File: src/rtl/farbborg_scan.sv
`default_nettype none
// ----------------------------------------------------------------------------
// farbborg_scan : frame RAM reader, 15-slot PWM slicer, column shift/latch and
//                 row multiplexer for the farbborg LED matrix.
// Revision      : 1.0
// ----------------------------------------------------------------------------
module farbborg_scan #(
  parameter int ROWS  = 16,
  parameter int WORDS = 8,
  parameter int HOLD  = 64
) (
  input  logic        clk_i,
  input  logic        rst_ni,
  input  logic        en_i,
  output logic [8:0]  addr_o,
  input  logic [31:0] data_i,
  output logic        sdo_o,
  output logic        sclk_o,
  output logic        latch_o,
  output logic        oe_n_o,
  output logic [5:0]  row_o,
  output logic        frame_o
);

  localparam int         WW         = (WORDS > 1) ? $clog2(WORDS) : 1;
  localparam int         HW         = (HOLD > 1) ? $clog2(HOLD) : 1;
  localparam logic [3:0] LAST_LEVEL = 4'd14;

  typedef enum logic [2:0] {
    IDLE  = 3'd0,
    FRAME = 3'd1,
    FETCH = 3'd2,
    CAPT  = 3'd3,
    SHIFT = 3'd4,
    LATCH = 3'd5,
    SHOW  = 3'd6
  } state_t;

  state_t        state_q, state_d;
  logic [5:0]    row_q, row_d;
  logic [5:0]    row_out_q, row_out_d;
  logic [WW-1:0] word_q, word_d;
  logic [3:0]    level_q, level_d;
  logic [3:0]    shreg_q, shreg_d;
  logic [2:0]    bit_q, bit_d;
  logic [HW-1:0] hold_q, hold_d;

  // Low nibbles carry no brightness information at 15 PWM slots.
  logic w_unused;
  assign w_unused = ^{data_i[27:24], data_i[19:16], data_i[11:8], data_i[3:0]};

  always_ff @(posedge clk_i or negedge rst_ni) begin
    if (!rst_ni) begin
      state_q   <= IDLE;
      row_q     <= '0;
      row_out_q <= '0;
      word_q    <= '0;
      level_q   <= '0;
      shreg_q   <= '0;
      bit_q     <= '0;
      hold_q    <= '0;
    end else begin
      state_q   <= state_d;
      row_q     <= row_d;
      row_out_q <= row_out_d;
      word_q    <= word_d;
      level_q   <= level_d;
      shreg_q   <= shreg_d;
      bit_q     <= bit_d;
      hold_q    <= hold_d;
    end
  end

  always_comb begin
    state_d   = state_q;
    row_d     = row_q;
    row_out_d = row_out_q;
    word_d    = word_q;
    level_d   = level_q;
    shreg_d   = shreg_q;
    bit_d     = bit_q;
    hold_d    = hold_q;
    case (state_q)
      IDLE: begin
        if (en_i) state_d = FRAME;
      end
      FRAME: begin
        row_d   = '0;
        word_d  = '0;
        level_d = '0;
        state_d = FETCH;
      end
      FETCH: state_d = CAPT;
      CAPT: begin
        shreg_d = {data_i[31:28] > level_q, data_i[23:20] > level_q,
                   data_i[15:12] > level_q, data_i[7:4] > level_q};
        bit_d   = '0;
        state_d = SHIFT;
      end
      SHIFT: begin
        bit_d = bit_q + 3'd1;
        // Even cycle presents the bit, odd cycle raises sclk; advance after the rise.
        if (bit_q[0] && bit_q != 3'd7) shreg_d = {shreg_q[2:0], 1'b0};
        if (bit_q == 3'd7) begin
          if (word_q == WW'(WORDS - 1)) begin
            word_d    = '0;
            row_out_d = row_q;
            state_d   = LATCH;
          end else begin
            word_d  = word_q + WW'(1);
            state_d = FETCH;
          end
        end
      end
      LATCH: begin
        hold_d  = '0;
        state_d = SHOW;
      end
      SHOW: begin
        hold_d = hold_q + HW'(1);
        if (hold_q == HW'(HOLD - 1)) begin
          if (level_q != LAST_LEVEL) begin
            level_d = level_q + 4'd1;
            state_d = FETCH;
          end else begin
            level_d = '0;
            if (row_q == 6'(ROWS - 1)) begin
              row_d   = '0;
              state_d = en_i ? FRAME : IDLE;
            end else begin
              row_d   = row_q + 6'd1;
              state_d = FETCH;
            end
          end
        end
      end
      default: state_d = IDLE;
    endcase
  end

  assign addr_o  = 9'(row_q) * 9'(WORDS) + 9'(word_q);
  assign sdo_o   = shreg_q[3];
  assign sclk_o  = (state_q == SHIFT) && bit_q[0];
  assign latch_o = (state_q == LATCH);
  assign oe_n_o  = (state_q != SHOW);
  assign row_o   = row_out_q;
  assign frame_o = (state_q == FRAME);

endmodule
`default_nettype wire

File: config.mk
export PLATFORM = sky130hd
export DESIGN_NAME = farbborg_scan
export DESIGN_NICKNAME = d
export VERILOG_FILES = /design/src/rtl/farbborg_scan.sv
export SDC_FILE = /design/constraint.sdc
export NUM_CORES = 1
export LEC_CHECK = 0
export BUFFER_PORTS_ARGS = -buffer_cell sky130_fd_sc_hd__buf_2
export CAP_MARGIN = 20
export CORE_MARGIN = 2
export CORE_UTILIZATION = 46
export DETAILED_ROUTE_END_ITERATION = 10
export PLACE_DENSITY = 0.78
export SLEW_MARGIN = 20
export SYNTH_ARGS = -nofsm -noshare
export SYNTH_HDL_FRONTEND = slang
export SYNTH_SLANG_ARGS = --single-unit
File: constraint.sdc
create_clock -name clk_i -period 1.95 [get_ports clk_i]
set_input_delay 0.39 -clock clk_i [delete_from_list [all_inputs] [get_ports clk_i]]
set_output_delay 0.39 -clock clk_i [all_outputs]
set_load 0.01 [all_outputs]
==> results of run 1 <==
[cell usage in the layout (no fill, tap or decap), drive strengths merged, types with 2 or more instances in the layout]
cell and instances:
buf 49, dfrtp 35, nand2 26, ha 24, inv 22, nor2 22, o21ai 22, nand3 14
a21oi 12, nand4 6, mux2 6, clkbuf 6, o22ai 5, a31oi 4, nor2b 3, xor2 3
o31ai 3, nand2b 2, xnor2 2, nor3 2, nor4 2, o41ai 2
[timing repair]
action,in CTS,in global routing
setup buffers,0,3
pin swaps,0,2
endpoints found under the setup margin,2,2
resized for setup,2,3
[sequential cells by signal, indices dropped and copies added, names as in the netlist]
name / count
hold_q: 6
row_o: 6
row_q: 6
level_q: 4
shreg_q: 4
bit_q: 3
state_q: 3
word_q: 3
[power by group through the flow]
stage / combinational (W) / clock, W / sequential, W
6_report: 0.0000724 / 0.000525 / 0.000725
3_3_place_gp: 0.0000712 / 0 / 0.000740
5_1_grt: 0.0000856 / 0.000565 / 0.000725
4_1_cts: 0.0000742 / 0.000539 / 0.000725
2_1_floorplan: 0.0000308 / 0 / 0.000740
3_5_place_dp: 0.0000737 / 0 / 0.000740
[metrics by stage]
step | worst slack, ns | instances | utilization | hold slack (ns) | power, W
floorplan | 0.245 | 236 | - | 0.0944 | 0.000771
global placement | 0.203 | 331 | 0.528 | 0.454 | 0.000811
detailed placement | 0.174 | 331 | 0.528 | 0.452 | 0.000813
CTS | 0.0124 | 339 | 0.548 | 0.134 | 0.00134
global route | -0.00987 | 342 | 0.555 | 0.162 | 0.00138
finish | 0.0635 | 342 | 0.555 | 0.115 | 0.00132
[path summary, 6_finish.rpt]
kind	endpoint	from
setup / recovery	sclk_o	state_q[1]$_DFFE_PN0P_
hold / removal	bit_q[0]$_DFFE_PN0P_	rst_ni
setup reg to reg	level_q[3]$_DFFE_PN0P_	state_q[0]$_DFFE_PN0P_
hold reg to reg	row_o[1]$_DFFE_PN0P_	row_o[1]$_DFFE_PN0P_
max in group asynchronous	state_q[0]$_DFFE_PN0P_	rst_ni
min in group clk_i	state_q[0]$_DFFE_PN0P_	en_i
[metal layers]
metal  up-vias  GRT usage  share of wire
li1        935          -              -
met1       870      0.239           0.48
met2        25      0.306           0.48
met3         6     0.0370          0.026
met4         0     0.0646          0.016
met5         -          0              0
[layout make-up]
class / instances / area [µm²]
repair buffers: 49 / 273
inverters: 22 / 87.6
multi-input cells: 174 / 1210
flip-flops and latches: 35 / 877
well taps: 54 / 67.6
clock inverters: 2 / 12.5
fillers: 418 / 2090
clock buffers: 6 / 72.6
[worst max-delay path: cells and delay by family, from the launching register on]
family	cells	cell delay, ns
buffers and inverters	3	0.36
AND/OR/NAND/NOR	2	0.44
flip-flops	1	0.40
[kinds of logic after synthesis]
family                     Yosys count  synth area share
xor gates and xnor gates             5            0.0198
AOI/OAI and AO/OA                   56             0.165
buffers and inverters               27            0.0623
muxes                                7            0.0351
adders and majority gates           24             0.136
DFF                                 35             0.396
and+or+nand+nor                     82             0.185
==> results.cfg, run 1 <==
[drt]
post-route-drc-count = 0
drtAntennaViolNets = 0
vias = 1836
routed_wl_um = 4580
drt_pass1_iterations = 4
vias_per_cell = 5.37
wl_per_cell_um = 13.4
drt_iter0_markers = 114

[yosys]
synth-main-ff-cell = dfrtp_1
netlist_area_mm2 = 0.00221
yosysTopAreaCellShare = 0.396
synth.top_cells.by_count = 35 x dfrtp_1, 26 x nand2_1, 24 x ha_1
synth.most_common_cell = dfrtp_1
yosysTopAreaCell = dfrtp_1
synth_seq_cells = 35
postSynthAreaPerCell_um2 = 9.36
synth_warnings = 0
netlist_instances = 236
synth_edf_count = 0
synth_async_sr_flop_share = 1.00
synth_area_leaders = dfrtp_1 40%, ha_1 14%, nand2_1 4.4%, o21ai_0 4.3%, inv_1 3.6%
synth_seq_area_share = 0.396
synth_cell_types = 44
syn_nets = 295

[global_routing]
antenna_found_initial = 0
grt_max_degree = 36
overflow = 0
grt_pass1_wl_um = 7610
grt_use_total = 0.184
grt_pass1_vias = 1743

[clock_tree]
cts_max_level = 2
clockBufferDepth = 2
cts_hold_buffers = 0
cts_inserted_buffers = 5
cts_sinks = 35
cts_tree = done
clk_latency_ns = 0.29
cts_root_buf = clkbuf_8
clkTransAtPathRegs_ns = 0.07

[power]
swShare = 0.239
power.internal_w = 0.00101
p_leak_nw = 1.31
power_density_mw_per_mm2 = 508
pwr-share-seq = 0.548
pwr-share-comb = 0.055
vdd.ir_drop.worst_mv = 0.269
power_frac_clock = 0.397
power.switching_w = 0.000316

[sta]
drv_slew = 0
tightest_slew_ns = 0.501
fin_crit_ns = 1.89
totalNegativeSetupSlack_ns = 0
rsz0062_at_grt = yes
max_clock_freq_mhz = 530
slew-limit-headroom = 0.662
setup_violations = 0
period_share = 0.967
clock_skew_ns = 0.0100
finalHoldViolations = 0

[setup_path]
ff2ff_setup_slack_ns = 0.17
critPathMaxFanout = 8
arrival_ns = 1.50
startpoint_type = register
cp_slowest_cell = dfrtp_1
worstSetupEndpointType = output pin
path_class = register to output pin
r2r_cells = 6
slowest_delay_ns = 0.40
cp.required_ns = 1.56
path_cells = buf_4 -> nor3b_4 -> nand2_2 -> inv_1 -> buf_2

[layout]
final_layout_size_suffix_gt1_frac = 0.267
final_nets = 346
final_area_mm2 = 0.00260
area_growth_pct = 17.8
antenna_cells = 0

[job]
cap_violations = 0

[die]
start_util = 0.471
die_h_um = 73.3
io_pins = 55
design.die.area_mm2 = 0.00537
rows = 25
core_mm2 = 0.00469
die_w_um = 73.3

[placed_design]
io_buffers = 38
gp_congestion = 0.910
dp_hpwl_um = 3360
postPlaceCellArea_mm2 = 0.00248

[run_status]
status = finished, final reports clean

[worst_hold_path]
min_path_type = input pin to async pin
No activity file was read; power rests on OpenSTA's default activity.
==> inputs of run 2 (changes only) <==
- clock period: 1.95 -> 2.24 ns (I/O delays scaled with it)
==> run 2 against run 1 <==
  * Worst setup slack better by 0.035 ns
  * Global-route usage up 0.21 points
  * Clock skew about the same
  * Critical path depth down 2
  * First-iteration DRC count up 54%
  * Die area unchanged
  * Wire length down 4.9%
  * Non-clock buffer count down 9
  * Hold slack better by 0.11 ns
  * Critical endpoint is now frame_o
  * Largest cell class unchanged
==> results.cfg, run 2 (same netlist as run 1, synthesis figures left out) <==
[clock_tree]
clockBufferDepth = 2
clk_latency_ns = 0.29
clkTransAtPathRegs_ns = 0.07
cts_tree = done
cts_sinks = 35
cts_root_buf = clkbuf_8
cts_inserted_buffers = 5
cts_setup_buffers = 0
cts_resized = 0
cts_max_level = 2
cts_hold_buffers = 0

[power]
pwr-share-comb = 0.054
power_density_mw_per_mm2 = 455
vdd.ir_drop.worst_mv = 0.278
pwr-share-seq = 0.551
power.internal_w = 0.000875
p_leak_nw = 1.27
power.switching_w = 0.000271
power.total_w = 0.00115
swShare = 0.237
power_frac_clock = 0.395

[die]
die_w_um = 73.3
die_h_um = 73.3
start_util = 0.471
rows = 25
io_pins = 55
design.die.area_mm2 = 0.00537
core_mm2 = 0.00469

[global_routing]
grt_pass1_vias = 1759
grt_pass1_wl_um = 7780
antenna_found_initial = 0
grt_max_degree = 36
grt_use_total = 0.186
overflow = 0

[sta]
period_share = 0.956
slew-limit-headroom = 0.490
finalHoldViolations = 0
fin_crit_ns = 2.14
clock_skew_ns = 0.00962
totalNegativeSetupSlack_ns = 0
drv_slew = 0
tightest_slew_ns = 0.766
max_clock_freq_mhz = 467
layout_setup_ws_ns = 0.0983
rsz0062_at_grt = no
setup_violations = 0

[layout]
final_nets = 337
final_layout_size_suffix_gt1_frac = 0.237
area_growth_pct = 14.1
multi_input_area_mm2 = 0.00120
regArea_um2 = 876
layout_common_cells = 38 x buf_2, 35 x dfrtp_1, 26 x nand2_1
antenna_cells = 0
nFillCells = 437
final_common_cell = buf_2

[drt]
routed_wl_um = 4360
drt_pass1_iterations = 4
wl_per_cell_um = 13.1
drtAntennaViolNets = 0
vias_per_cell = 5.54
vias = 1844
drt_iter0_markers = 175
post-route-drc-count = 0

[setup_path]
path_class = register to output pin
r2r_cells = 6
ff2ff_setup_slack_ns = 0.27
worstSetupEndpointType = output pin
rr_endpoint = row_q[4]$_DFFE_PN0P_
critical_path.startpoint = state_q[1]$_DFFE_PN0P_
startpoint_type = register
critPathMaxFanout = 10
cp.required_ns = 1.79
arrival_ns = 1.69
r2r-start = hold_q[0]$_DFFE_PN0P_
cp-endpoint = frame_o

[job]
cap_violations = 0

[placed_design]
dpl_worst_slack_ns = 0.376
gp_congestion = 0.900
io_buffers = 38
dp_hpwl_um = 3280

[worst_hold_path]
min_path_type = input pin to async pin

[run_status]
status = finished, final reports clean
-- run 2: layout make-up --
class | count | share of cell area
Tap cell | 54 | 0.0268
Clock buffer | 5 | 0.0273
Inverter | 22 | 0.0347
Sequential cell | 35 | 0.347
Multi-Input combinational cell | 174 | 0.474
Timing Repair Buffer | 40 | 0.0814
Clock inverter | 3 | 0.00794
-- run 2: worst min-delay path by stage --
stage	from	to	depth (start not counted)
final	rst_ni	bit_q[2]$_DFFE_PN0P_	1
after global placement	row_o[1]$_DFFE_PN0P_	row_o[1]$_DFFE_PN0P_	2
after global routing	rst_ni	level_q[2]$_DFFE_PN0P_	1
after detailed placement	row_o[1]$_DFFE_PN0P_	row_o[1]$_DFFE_PN0P_	2
after floorplan	rst_ni	bit_q[0]$_DFFE_PN0P_	0
after CTS	rst_ni	level_q[2]$_DFFE_PN0P_	1
-- run 2: critical path, stage by stage (launching register included) --
cell	delay (ns)
dfrtp_1	0.47
or3b_2	0.64
inv_1	0.15
buf_2	0.14
-- run 2: through the flow --
stage | hold slack, ns | std cells | util | cell area (µm²)
finish | 0.229 | 333 | 0.537 | 2520
global route | 0.282 | 333 | 0.537 | 2520
CTS | 0.252 | 333 | 0.537 | 2520
detailed placement | 0.473 | 325 | 0.518 | 2430
global placement | 0.465 | 325 | 0.518 | 2430
floorplan | 0.152 | 236 | - | 2210
-- run 2: power by group through the flow --
stage | sequential (W) | clock, W | combinational (W)
global placement | 0.000644 | 0 | 0.0000606
floorplan | 0.000644 | 0 | 0.0000268
CTS | 0.000631 | 0.000470 | 0.0000639
detailed placement | 0.000644 | 0 | 0.0000634
global route | 0.000631 | 0.000498 | 0.0000729
finish | 0.000631 | 0.000453 | 0.0000619
-- run 2: per-layer routing --
layer | share of wire | vias to the layer above | global-route usage
li1 | - | 922 | -
met1 | 0.47 | 885 | 0.239
met2 | 0.48 | 31 | 0.309
met3 | 0.034 | 6 | 0.0412
met4 | 0.016 | 0 | 0.0667
met5 | 0 | - | 0
==> inputs of run 3 (changes only) <==
- BUFFER_PORTS_ARGS: -buffer_cell sky130_fd_sc_hd__buf_2 -> default
- DONT_BUFFER_PORTS: default -> 1
- PLACE_DENSITY: 0.78 -> 0.58
- RECOVER_POWER: default -> 50
==> run 3 against run 2 <==
  * Sequential cell count unchanged
  * Sequential share of layout area rose by 2.1 points
  * Clock power grew 11%
  * Die area is the same
  * Worst setup slack gained 0.092 ns
  * Count of clock-buffer cells in the layout increased by 3
  * Combinational power fell by 26%
  * Clock skew down 0.0010 ns
  * Critical path depth shrank 1
  * Hold slack better by 0.12 ns
  * Design area is 5.6% lower
  * First-iteration DRC count decreased by 34%
  * Largest power group unchanged
  * Highest routed layer unchanged
==> results.cfg, run 3 (same netlist as run 1, synthesis figures left out) <==
[run_status]
status = finished, final reports clean

[setup_path]
cp.required_ns = 1.79
critPathMaxFanout = 10
startpoint_type = register
path_class = register to output pin
rr_endpoint = level_q[3]$_DFFE_PN0P_
r2r_cells = 6
r2r-start = state_q[1]$_DFFE_PN0P_
path_cells = or3b_2 -> inv_1
arrival_ns = 1.60
ff2ff_setup_slack_ns = 0.32
cp_slowest_cell = or3b_2
slowest_delay_ns = 0.64
critical_path.startpoint = state_q[1]$_DFFE_PN0P_
cp-endpoint = frame_o
worstSetupEndpointType = output pin

[die]
rows = 25
die_w_um = 73.3
die_h_um = 73.3
io_pins = 55
design.die.area_mm2 = 0.00537
core_mm2 = 0.00469
start_util = 0.471

[sta]
totalNegativeSetupSlack_ns = 0
max_clock_freq_mhz = 488
setup_violations = 0
finalHoldViolations = 0
period_share = 0.915
rsz0062_at_grt = no
fin_crit_ns = 2.05
tightest_slew_ns = 0.865
slew-limit-headroom = 0.423
drv_slew = 0
clock_skew_ns = 0.00861

[clock_tree]
clkTransAtPathRegs_ns = 0.07
cts_tree = done
clk_latency_ns = 0.29
cts_root_buf = clkbuf_8
clockBufferDepth = 2
cts_inserted_buffers = 5
cts_max_level = 2
cts_sinks = 35

[drt]
dr_wl_met3_um = 186
dr_wl_met2_um = 1930
wl_per_cell_um = 14.6
vias_per_cell = 5.57
wl_met1_um = 2200
drt_iter0_markers = 115
drtAntennaViolNets = 0
routed_wl_um = 4370
highest_layer = met4
drt_pass1_iterations = 4
vias = 1672
post-route-drc-count = 0

[layout]
layout_common_cells = 35 x dfrtp_1, 26 x nand2_1, 24 x ha_1
nFillCells = 468
utilization = 0.507
regArea_um2 = 876
final_area_mm2 = 0.00238
area_growth_pct = 7.70
final_common_cell = dfrtp_1
multi_input_area_mm2 = 0.00120
final_layout_size_suffix_gt1_frac = 0.126
final_nets = 304
antenna_cells = 0

[placed_design]
io_buffers = 0
postPlaceCellArea_mm2 = 0.00226
dp_hpwl_um = 3240
gp_congestion = 0.813

[job]
cap_violations = 0

[worst_hold_path]
min_from = en_i
min_path_type = input pin to register

[global_routing]
grt_pass1_vias = 1598
grt_use_total = 0.180
grt_pass1_wl_um = 7560
overflow = 0
antenna_found_initial = 0
grt_max_degree = 36

[power]
power.total_w = 0.00118
power_density_mw_per_mm2 = 497
vdd.ir_drop.worst_mv = 0.286
p_leak_nw = 1.12
==> run 3: metrics by stage <==
stage	cells	worst slack (ns)	hold slack [ns]
floorplan	236	0.535	0.152
global placement	290	0.345	0.154
detailed placement	290	0.329	0.153
CTS	300	0.183	0.340
global route	300	0.135	0.380
finish	300	0.190	0.345
==> run 3: layer usage <==
metal / vias to the layer above / global-route usage
met5: - / 0
met4: 0 / 0.0485
met3: 6 / 0.0466
met2: 29 / 0.276
met1: 783 / 0.252
li1: 854 / -
==> run 3: worst min path at each step <==
stage                                  end  cells after the start
global placement     word_q[0]$_DFFE_PN0P_                      0
detailed placement   word_q[2]$_DFFE_PN0P_                      0
finish              state_q[0]$_DFFE_PN0P_                      2
CTS                 state_q[0]$_DFFE_PN0P_                      2
global route        state_q[0]$_DFFE_PN0P_                      2
floorplan             bit_q[0]$_DFFE_PN0P_                      0
==> run 3: timing repair <==
| action | in CTS | in global routing |
|---|---|---|
| endpoints found under the hold margin | 35 | 0 |
| hold buffers | 2 | 0 |
| resized for setup | 0 | 0 |
| setup endpoints to repair | 0 | 0 |
| setup buffers | 0 | 0 |
==> run 3: layout make-up <==
| type | instances | area share |
|---|---|---|
| Inverter | 22 | 0.0368 |
| Multi-Input combinational cell | 174 | 0.503 |
| Sequential cell | 35 | 0.368 |
| Tap cell | 54 | 0.0284 |
| Timing Repair Buffer | 7 | 0.0221 |
| Clock buffer | 8 | 0.0421 |
==> run 3: worst max-delay path: cells and delay by family (launching register included) <==
family	cells	cell delay, ns
simple gates	1	0.64
buf+inv	1	0.20
flops	1	0.48
==> run 3: where the power goes <==
part	internal [W]	switching, W	leakage, nW
clock	0.000281	0.000223	0.0515
sequential	0.000632	0	0.443
combinational	0.0000176	0.0000285	0.628
